File: src/rtl/ika87ad_extbus_bridge.sv
// IKA87AD AD-bus to synchronous memory request/ack bridge.
// Optional core clock-enable stalling while memory is pending: define IKA87AD_EXTBUS_WAIT_EN.
module ika87ad_extbus_bridge #(
  parameter int RD_TIMEOUT = 15
) (
  input  logic        emuclk,
  input  logic        reset_n,
  input  logic        mcuclk_pcen,
  output logic        mcuclk_pcen_gated,
  input  logic        ale,
  input  logic        rd_n,
  input  logic        wr_n,
  input  logic [7:0]  addr_hi,
  input  logic [7:0]  pdo,
  output logic [7:0]  pdi,
  output logic [15:0] mem_addr,
  output logic [7:0]  mem_wdata,
  output logic        mem_rd,
  output logic        mem_wr,
  input  logic        mem_ack,
  input  logic [7:0]  mem_rdata,
  output logic        bus_err,
  output logic [2:0]  dbg_state
);

  // Memory handshake: mem_rd/mem_wr is the request, held high until the cycle
  // mem_ack is seen (mem_rdata valid in that cycle on reads) or the timeout fires.

  typedef enum logic [2:0] {
    S_IDLE   = 3'd0,
    S_ADDR   = 3'd1,
    S_RDREQ  = 3'd2,
    S_RDHOLD = 3'd3,
    S_WRDATA = 3'd4,
    S_WRREQ  = 3'd5
  } state_t;

  state_t      state;
  logic        ale_q;
  logic        rd_q;
  logic        wr_q;
  logic [7:0]  addr_hi_q;
  logic [7:0]  pdo_q;
  logic [3:0]  cnt;

  logic ale_fall;
  logic ale_rise;
  logic rd_fall;
  logic rd_rise;
  logic wr_fall;
  logic wr_rise;
  logic both_low;
  logic in_cycle;
  logic cnt_done;

  assign ale_fall = ale_q & ~ale;
  assign ale_rise = ~ale_q & ale;
  assign rd_fall  = rd_q & ~rd_n;
  assign rd_rise  = ~rd_q & rd_n;
  assign wr_fall  = wr_q & ~wr_n;
  assign wr_rise  = ~wr_q & wr_n;
  assign both_low = ~rd_n & ~wr_n;
  assign in_cycle = (state != S_IDLE) && (state != S_ADDR);
  assign cnt_done = (cnt == 4'(RD_TIMEOUT));

  assign dbg_state = state;

`ifdef IKA87AD_EXTBUS_WAIT_EN
  assign mcuclk_pcen_gated = mcuclk_pcen & ~((state == S_RDREQ) | (state == S_WRREQ));
`else
  assign mcuclk_pcen_gated = mcuclk_pcen;
`endif

  always_ff @(posedge emuclk or negedge reset_n) begin
    if (!reset_n) begin
      state     <= S_IDLE;
      ale_q     <= 1'b0;
      rd_q      <= 1'b1;
      wr_q      <= 1'b1;
      addr_hi_q <= 8'h00;
      pdo_q     <= 8'h00;
      cnt       <= 4'd0;
      pdi       <= 8'hFF;
      mem_addr  <= 16'h0000;
      mem_wdata <= 8'h00;
      mem_rd    <= 1'b0;
      mem_wr    <= 1'b0;
      bus_err   <= 1'b0;
    end else begin
      ale_q     <= ale;
      rd_q      <= rd_n;
      wr_q      <= wr_n;
      addr_hi_q <= addr_hi;
      pdo_q     <= pdo;

      // Address is taken from the cycle before the fall, when the core still drives it.
      if (ale_fall) mem_addr <= {addr_hi_q, pdo_q};

      if (both_low) begin
        bus_err <= 1'b1;
      end else if (ale_rise && in_cycle) begin
        bus_err <= 1'b1;
        mem_rd  <= 1'b0;
        mem_wr  <= 1'b0;
        pdi     <= 8'hFF;
        cnt     <= 4'd0;
        state   <= S_ADDR;
      end else begin
        case (state)
          S_IDLE: begin
            if (ale_fall) state <= S_ADDR;
          end
          S_ADDR: begin
            if (rd_fall) begin
              mem_rd <= 1'b1;
              cnt    <= 4'd0;
              state  <= S_RDREQ;
            end else if (wr_fall) begin
              mem_wdata <= pdo;
              state     <= S_WRDATA;
            end
          end
          S_RDREQ: begin
            if (mem_ack) begin
              pdi    <= mem_rdata;
              mem_rd <= 1'b0;
              state  <= S_RDHOLD;
            end else if (rd_rise) begin
              bus_err <= 1'b1;
              mem_rd  <= 1'b0;
              state   <= S_IDLE;
            end else if (cnt_done) begin
              bus_err <= 1'b1;
              pdi     <= 8'hFF;
              mem_rd  <= 1'b0;
              state   <= S_RDHOLD;
            end else begin
              cnt <= cnt + 4'd1;
            end
          end
          S_RDHOLD: begin
            if (rd_rise) begin
              pdi   <= 8'hFF;
              state <= S_IDLE;
            end
          end
          S_WRDATA: begin
            if (!wr_n) mem_wdata <= pdo;
            if (wr_rise) begin
              mem_wr <= 1'b1;
              cnt    <= 4'd0;
              state  <= S_WRREQ;
            end
          end
          S_WRREQ: begin
            if (mem_ack) begin
              mem_wr <= 1'b0;
              state  <= S_IDLE;
            end else if (cnt_done) begin
              bus_err <= 1'b1;
              mem_wr  <= 1'b0;
              state   <= S_IDLE;
            end else begin
              cnt <= cnt + 4'd1;
            end
          end
          default: begin
            mem_rd <= 1'b0;
            mem_wr <= 1'b0;
            pdi    <= 8'hFF;
            state  <= S_IDLE;
          end
        endcase
      end
    end
  end

endmodule

File: config.mk
export PLATFORM = sky130hd
export DESIGN_NAME = ika87ad_extbus_bridge
export DESIGN_NICKNAME = d
export VERILOG_FILES = /design/src/rtl/ika87ad_extbus_bridge.sv
export SDC_FILE = /design/constraint.sdc
export NUM_CORES = 1
export LEC_CHECK = 0
export CAP_MARGIN = 20
export CORE_MARGIN = 2
export CORE_UTILIZATION = 35
export DETAILED_ROUTE_END_ITERATION = 10
export GPL_ROUTABILITY_DRIVEN = 1
export PLACE_DENSITY = 0.69
export SLEW_MARGIN = 20
export SYNTH_ARGS = -nofsm -noshare
export SYNTH_HDL_FRONTEND = slang
export SYNTH_SLANG_ARGS = --single-unit
File: constraint.sdc
create_clock -name emuclk -period 2.3 [get_ports emuclk]
set_input_delay 0.46 -clock emuclk [delete_from_list [all_inputs] [get_ports emuclk]]
set_output_delay 0.46 -clock emuclk [all_outputs]
set_load 0.05 [all_outputs]
# --- Word-level counts from Yosys, hierarchy flattened ---
# Cells that the tools add are included.
word_totals:
  register_bits: 61
  inputBits: 31
  output_inout_bits: 39
  word_cells: 120
op_classes:
  addsub: 1
  n_eq_ne: 27
  mux: 47
  bitwise_logic: 15
  n_reduce_logical: 17
op_table:
  columns: ["cell", "n"]
  rows:
  - ["$mux 8", 8]
  - ["$mux 3", 11]
  - ["$mux 4", 7]
  - ["$ne 4x4->1 const B", 6]
  - ["$pmux 8 s3", 1]
  - ["$ne 3x3->1 const B", 7]
  - ["$pmux 3 s6", 1]
  - ["$pmux 4 s4", 1]
  - ["$pmux 8 s2", 1]
  - ["$mux 1", 14]
  - ["$reduce_and 7->1", 2]
  - ["$reduce_or 4->1", 3]
  - ["$not 1->1", 8]
  - ["$reduce_and 4->1", 2]
  - ["$and 1x1->1", 7]
  - ["$eq 3x2->1 const B", 2]
  - ["$eq 3x3->1 const B", 2]
  - ["$ne 2x1->1 const B", 3]
  - ["$ne 2x2->1 const B", 3]
  - ["$pmux 1 s3", 2]
  - ["$reduce_and 6->1", 1]
  - ["$ne 5x5->1 const B", 1]
  - ["$reduce_and 5->1", 1]
  - ["$reduce_bool 5->1", 1]
  - ["other kinds (11)", 12]

# --- Depth between registers and ports, before layout ---
# Gate-level depths: netlist of the first run.
depth:
  depth_word: 7
  mapped_depth: 7
  ltp_nobuf: 6

# --- Worst setup path before layout of the first run ---
# Ideal clock, no wire load.
synth_path:
  path_kind: "register to register"
  startpoint: "register state[1], in the netlist dbg_state[1]"
  endpoint: "register state[0], in the netlist dbg_state[0]"
  setup_ps: 125
  arrival_time_ps: 1985
  t_required_ps: 2175
  slack_ps: 190
  stages_incl_launch_ff: 6
  path_buffers: 2
  synth_period_minus_slack_ps: 2110
  cell_sequence: "dfrtp_1 -> buf_2 -> clkbuf_1 -> nor4_1 -> nor4_4 -> mux2_2"
synth_between:
  elab_chain_len: 5
  word_cells_on_any_way: 19
  cone_classes: "eq/ne: 12; mux: 2; reduce/logical: 5"
synth_rtl:
  columns: ["item", "line", "text"]
  rows:
  - ["start, declared", "38", "state_t state;"]
  - ["start signal, assigned", "76", "state <= S_IDLE;"]
  - ["start signal, assigned", "107", "state <= S_ADDR;"]
  - ["start signal, assigned", "111", "if (ale_fall) state <= S_ADDR;"]
  - ["$ne 3x1->1 / $reduce_bool 3->1 (equally long branches)", "63", "assign in_cycle = (state != S_IDLE) && (state != S_ADDR);"]
  - ["$logic_and 1x1->1", "63", null]
  - ["$logic_and 1x1->1", "101", "end else if (ale_rise && in_cycle) begin"]
  - ["$ne 5x5->1 (no line), or another cell as far along", null, null]
  - ["$reduce_and 7->1 (no line)", null, null]
# Several ways; a longest one is shown, not always the timed one.
# A chain may end at the register's enable or synchronous reset.

# --- Worst setup path in the final report of the first run ---
layout_path:
  startpoint: "register pdi[7]"
  endpoint: "output pdi[7]"
layout_rtl:
  columns: ["item", "line", "text"]
  rows:
  - ["start, declared", "15", "output logic [7:0] pdi,"]
  - ["start signal, assigned", "125", "pdi <= mem_rdata;"]
# No word-level cell between the ends.

==> reports/results.txt, run 1 <==
Fillers = 640
Port buffer count = 67
Critical path's slowest cell = clkdlybuf4s50_1
Number of global-route vias before repair = 2040
DR vias = 2043
Fmax = 0.468 GHz
WL met3 = 410 um
Placed instance area = 0.00354 mm^2
Root Driver = clkbuf_8
Final worst setup slack = 0.163 ns
Antenna-violating nets left = 0
Most numerous cell in the Yosys netlist = dfrtp_1
Overflow after GRT = 0
Drt total wl = 5790 um
Final hold violations = 0
Yosys top cell by area = dfrtp_1
Initial antenna violation count = 0
Skew final = 0.00734 ns
Post-cts resize count = 0
Total power draw = 4220 uW
HP Class = in -> async
Fin. max-slew vios = 0
Register area share after synthesis = 0.585
Post-synth EDFFs = 0
Unique masters post-synth = 45
Drt pass-1 iters = 4
Initial Utilization = 0.362
Worst-path clk slew = 0.07 ns
# hold bufs at CTS = 0
Tmin final = 2.14 ns
Final setup viols = 0
Design area = 0.00377 mm^2
Post-DP HPWL = 4130 um
Layout cell share with drive strength beyond 1 = 0.282
Met1 Routed Length = 2480 um
Leakage power = 0.00155 uW
Die Width = 90.7 um
1st-iter DRT viols = 174
Delay-heaviest family, CP = buffers and inverters
RR Startpoint = dbg_state[1]
Gp weighted congestion = 0.890
CTS sink count = 61
Rows = 31
Ranking of synthesized cells by area = dfrtp_1, mux2_2, dfstp_2
Top Ports = 70
Worst-margin pin slew = 0.585 ns
Max incr delay on CP = 0.80 ns
CP Data Required Time = 1.84 ns
Syn_area_per_cell = 12.1 um^2
CP startpoint = pdi[7]
Worst-path maximum fanout = 2
Syn Inst Count = 218
Top FF cell, synth = dfrtp_1
Antenna cells = 0
Met2 WL = 2780 um
Normalized max-slew margin = 0.609
Area Overhead vs Synth = 43.4%
Max cap viols = 0
Drt drc = 0
Status = finished clean
Synth async-reset ratio = 1.00
Commonest cells post-synth = dfrtp_1, mux2_2, nor2_1
Global-route wire length before repair = 9690 um
Top sig layer = met4
VDD IR max = 0.000803 V
CP cell instances = clkdlybuf4s50_1
CP Class = reg -> out
Worst hold slack = 0.0949 ns
Worst skew pair latency = 0.33 ns
Avg WL per Cell = 14.1 um
Syn nets = 250
CTS tree = done
H-tree lvl count = 3
Global Route Usage Sum = 0.147
Largest net degree at the start of global routing = 41
Critical Path End Type = output port
TritonCTS Buffers = 9
Avg Vias per Cell = 4.97
Number of setup buffers added after CTS = 0
RSZ-0062 raised after global routing = false
CORE AREA = 0.00725 mm^2
DIE AREA = 0.00822 mm^2
Synth warn = 0
Bufs on Longest Clock Path = 2
Startpoint Class = flop
Setup Slack @ Placement = -0.218 ns
Synth Cell Area = 0.00263 mm^2
Share of the synthesized area in the top cell type = 0.485
Buf+Inv Stages, Crit Path = 1
Final worst path period share = 0.929
Reg2reg setup slack = 0.24 ns
Yosys reg bits = 61
Die Y = 90.7 um
Fin nets = 339
Setup TNS Final = 0 ns
Worst Path Arrival = 1.68 ns
Power per Cell Area = 1120 mW/mm^2
[area by class of cell]
cell class                 instances  area, um^2  area share
sequential                        61        1540       0.408
multi-input combinational        142        1020       0.272
timing repair buffer              90         856       0.227
clock buffer                      10         128      0.0339
tap                               99         124      0.0329
clock inverter                     6        86.3      0.0229
inverter                           3        11.3     0.00299
[power breakdown]
| group | total (uW) | switching (uW) | internal, uW |
|---|---|---|---|
| clock network | 1040 | 428 | 610 |
| registers | 1420 | 150 | 1270 |
| logic | 1770 | 1050 | 721 |
[metrics by stage]
| step | instances | util |
|---|---|---|
| 2_1_floorplan | 218 | - |
| 3_3_place_gp | 395 | 0.488 |
| 3_5_place_dp | 395 | 0.488 |
| 4_1_cts | 411 | 0.518 |
| 5_1_grt | 411 | 0.520 |
| 6_report | 411 | 0.520 |
[cell families after synthesis]
group | after synthesis | share of synthesized area
buffers and inverters | 15 | 0.0309
adders and majority gates | 1 | 0.00476
and+or+nand+nor | 63 | 0.133
AOI/OAI and AO/OA | 50 | 0.127
muxes | 28 | 0.119
DFF | 61 | 0.585
[cells in the final DEF, fill, tap and decap left out, types with 3 or more instances in the layout]
cell | Yosys | routed
clkdlybuf4s50_1 | 0 | 63
dfrtp_1 | 51 | 51
mux2_2 | 26 | 26
nor2_1 | 25 | 25
buf_4 | 2 | 24
a21oi_1 | 13 | 13
o21ai_0 | 13 | 13
dfstp_2 | 10 | 10
clkbuf_8 | 0 | 9
nand2_1 | 8 | 8
nand2b_1 | 6 | 6
nor2b_1 | 6 | 5
nand3_1 | 4 | 4
inv_1 | 3 | 3
a21o_1 | 3 | 3
o31ai_1 | 3 | 3
[routing by layer]
layer	global-route usage	vias up
met2	0.231	71
met1	0.182	1001
met3	0.0442	11
met5	0	-
li1	-	960
met4	0.0795	0
[worst paths after layout]
check / endpoint / cells after the start
min: mem_rd / 1
max: pdi[7] / 1
min reg2reg: mem_addr[6] / 1
max in group asynchronous: pdi[5] / 2
max reg2reg: cnt[3] / 4
min in group emuclk: mem_addr[6] / 1
[sequential cells by signal (all words and copies together) (netlist names)]
name / count
mem_wdata: 8
cnt: 4
mem_rd: 1
pdo_q: 8
mem_wr: 1
wr_q: 1
addr_hi_q: 8
bus_err: 1
rd_q: 1
ale_q: 1
dbg_state: 3
mem_addr: 16
pdi: 8
No activity file was read; power rests on OpenSTA's default activity.
==> run 2, diff against run 1 <==
--- a/config.mk
+++ b/config.mk
@@ -7,10 +7,10 @@
 export LEC_CHECK = 0
 export CAP_MARGIN = 20
 export CORE_MARGIN = 2
-export CORE_UTILIZATION = 35
+export CORE_UTILIZATION = 52
 export DETAILED_ROUTE_END_ITERATION = 10
 export GPL_ROUTABILITY_DRIVEN = 1
-export PLACE_DENSITY = 0.69
+export PLACE_DENSITY = 0.93
 export SLEW_MARGIN = 20
 export SYNTH_ARGS = -nofsm -noshare
 export SYNTH_HDL_FRONTEND = slang
==> constraint.sdc (replaced) <==
create_clock -name emuclk -period 2.6 [get_ports emuclk]
set_input_delay 0.52 -clock emuclk [delete_from_list [all_inputs] [get_ports emuclk]]
set_output_delay 0.52 -clock emuclk [all_outputs]
set_load 0.05 [all_outputs]
==> run 2 against run 1 <==
- critical path depth did not move
- combinational power fell by 15%
- global-route usage is 11 points higher
- sequential share of layout area up 1.8 points
- cell count decreased by 11%
- design area shrank 4.2%
- clock-buffer cell count stayed put
- via count shrank 0.64%
==> reports/results.txt, run 2 (synthesis results as in run 1) <==
Number of global-route vias before repair = 2138 (+4.8%)
Setup TNS Final = 0 ns (unchanged)
Tmin final = 2.37 ns
Worst-path clk slew = 0.07 ns (about the same)
Area Overhead vs Synth = 37.3%
CP Data Required Time = 2.08 ns (+0.24 ns)
Worst-path maximum fanout = 14 (+12)
Max incr delay on CP = 0.89 ns (+0.09 ns)
Top Ports = 70 (unchanged)
HP Class = in -> async
Antenna cells = 0 (unchanged)
Drt total wl = 6180 um (+6.7%)
CP cell instances = clkdlybuf4s50_1
CP Class = reg -> out
CTS tree = done
CORE AREA = 0.00479 mm^2 (-34%)
Post-Layout Cell Count = 367 (-11%)
Avg WL per Cell = 16.8 um (+19%)
Final worst path period share = 0.911
Fillers = 307 (-52%)
Final setup viols = 0 (unchanged)
VDD IR max = 0.000750 V (-6.5%)
Footprint of the multi-input gates = 0.00101 mm^2 (-1.6%)
Skew final = 0.00803 ns (+0.000691 ns)
Final hold violations = 0 (unchanged)
RR Startpoint = dbg_state[0]
Global-route wire length before repair = 10400 um (+6.8%)
DIE AREA = 0.00564 mm^2 (-31%)
Critical path's slowest cell = clkdlybuf4s50_1
Delay-heaviest family, CP = buffers and inverters
Leading cell type in the layout, fill and taps excluded = clkdlybuf4s50_1
Initial Utilization = 0.549 (+0.187)
Drt drc = 0 (unchanged)
Placed instance area = 0.00342 mm^2 (-3.5%)
Fin. max-slew vios = 0 (unchanged)
Drt pass-1 iters = 4 (unchanged)
Port buffer count = 67 (unchanged)
Root Driver = clkbuf_8
Layout cell share with drive strength beyond 1 = 0.240 (-0.0421)
Max cap viols = 0 (unchanged)
Worst hold slack = 0.179 ns (+0.0846 ns)
Worst skew pair latency = 0.34 ns (about the same)
Fmax = 0.422 GHz
Power per Cell Area = 999 mW/mm^2 (-11%)
Normalized max-slew margin = 0.396 (-0.213)
Final worst setup slack = 0.231 ns (+0.0676 ns)
Worst Path Arrival = 1.85 ns (+0.17 ns)
Most frequent cells in the layout = clkdlybuf4s50_1, dfrtp_1, mux2_2, nor2_1
Global Route Usage Sum = 0.254 (+0.107)
Dpl cells = 351 (-11%)
H-tree lvl count = 3 (unchanged)
Flip-flop and latch area = 0.00154 mm^2 (about the same)
Die Width = 75.1 um (-17%)
Post-DP HPWL = 4420 um (+6.8%)
Setup Slack @ Placement = 0.0139 ns (+0.231 ns)
# hold bufs at CTS = 0 (unchanged)
RSZ-0062 raised after global routing = false
Design area = 0.00361 mm^2 (-4.2%)
Rows = 25 (-19%)
TritonCTS Buffers = 9 (unchanged)
Most flop-heavy register = mem_addr
Overflow after GRT = 0 (unchanged)
DR vias = 2030 (-0.64%)
Antenna-violating nets left = 0 (unchanged)
Startpoint Class = flop
Die Y = 75.1 um (-17%)
Largest net degree at the start of global routing = 37 (-9.8%)
CTS sink count = 61 (unchanged)
Initial antenna violation count = 0 (unchanged)
Status = finished clean
CP startpoint = dbg_state[0]
Avg Vias per Cell = 5.53 (+11%)
Bufs on Longest Clock Path = 2 (unchanged)
Worst-margin pin slew = 0.904 ns (+0.320 ns)
Leakage power = 0.00147 uW (-5.1%)
1st-iter DRT viols = 185 (+6.3%)
CP Depth = 1 (unchanged)
Fin nets = 327 (-3.5%)
Buf+Inv Stages, Crit Path = 1 (unchanged)
Critical Path End Type = output port
R2R cell count = 6 (+2)
Number of setup buffers added after CTS = 0 (unchanged)
Max reg flops = 16 (unchanged)
Gp weighted congestion = 0.870 (-2.2%)
## run 2: stage by stage
| stage | util | total power (uW) |
|---|---|---|
| after floorplan | - | 2270 |
| after CTS | 0.754 | 3620 |
| after global placement | 0.714 | 2750 |
| after detailed placement | 0.714 | 2780 |
| final | 0.754 | 3600 |
| after global routing | 0.754 | 3770 |
## run 2: cell type report
cell class                      count  share of cell area
Sequential cell                    61               0.427
Multi-Input combinational cell    142               0.279
Timing Repair Buffer               78               0.214
Clock buffer                       10              0.0354
Tap cell                           67              0.0232
Clock inverter                      6              0.0177
Inverter                            3             0.00312
## run 2: worst paths after layout
check / slack (ns) / end
worst max-delay path: 0.23 / dbg_state[0]
worst min-delay path: 0.18 / mem_addr[0]
worst max register to register: 0.45 / cnt[3]
worst min register to register: 0.48 / bus_err
max in group asynchronous: 1.76 / pdi[1]
min in group emuclk: 0.48 / bus_err
## run 2: power by group
| part | internal, uW | switching [uW] | total [uW] |
|---|---|---|---|
| combinational | 602 | 897 | 1500 |
| clock | 440 | 382 | 823 |
| sequential | 1120 | 161 | 1280 |
## run 2: what timing repair did
item | in CTS | in global routing
gates resized for setup | 0 | 1
endpoints found under the hold margin | 0 | 0
setup endpoints to repair | 0 | 1
## run 2: layer usage
layer	GRT usage	up-vias	wire length (um)
met4	0.0893	0	123
met3	0.103	11	462
met2	0.410	78	3170
met1	0.310	1010	2420
met5	0	-	0
li1	-	931	-
==> run 3, diff against run 2 <==
--- a/config.mk
+++ b/config.mk
@@ -5,6 +5,7 @@
 export SDC_FILE = /design/constraint.sdc
 export NUM_CORES = 1
 export LEC_CHECK = 0
+export ABC_CLOCK_PERIOD_IN_PS = 2600
 export CAP_MARGIN = 20
 export CORE_MARGIN = 2
 export CORE_UTILIZATION = 52
==> results of run 3 <==
Final layout, timing and power as in run 2 (identical DEF).
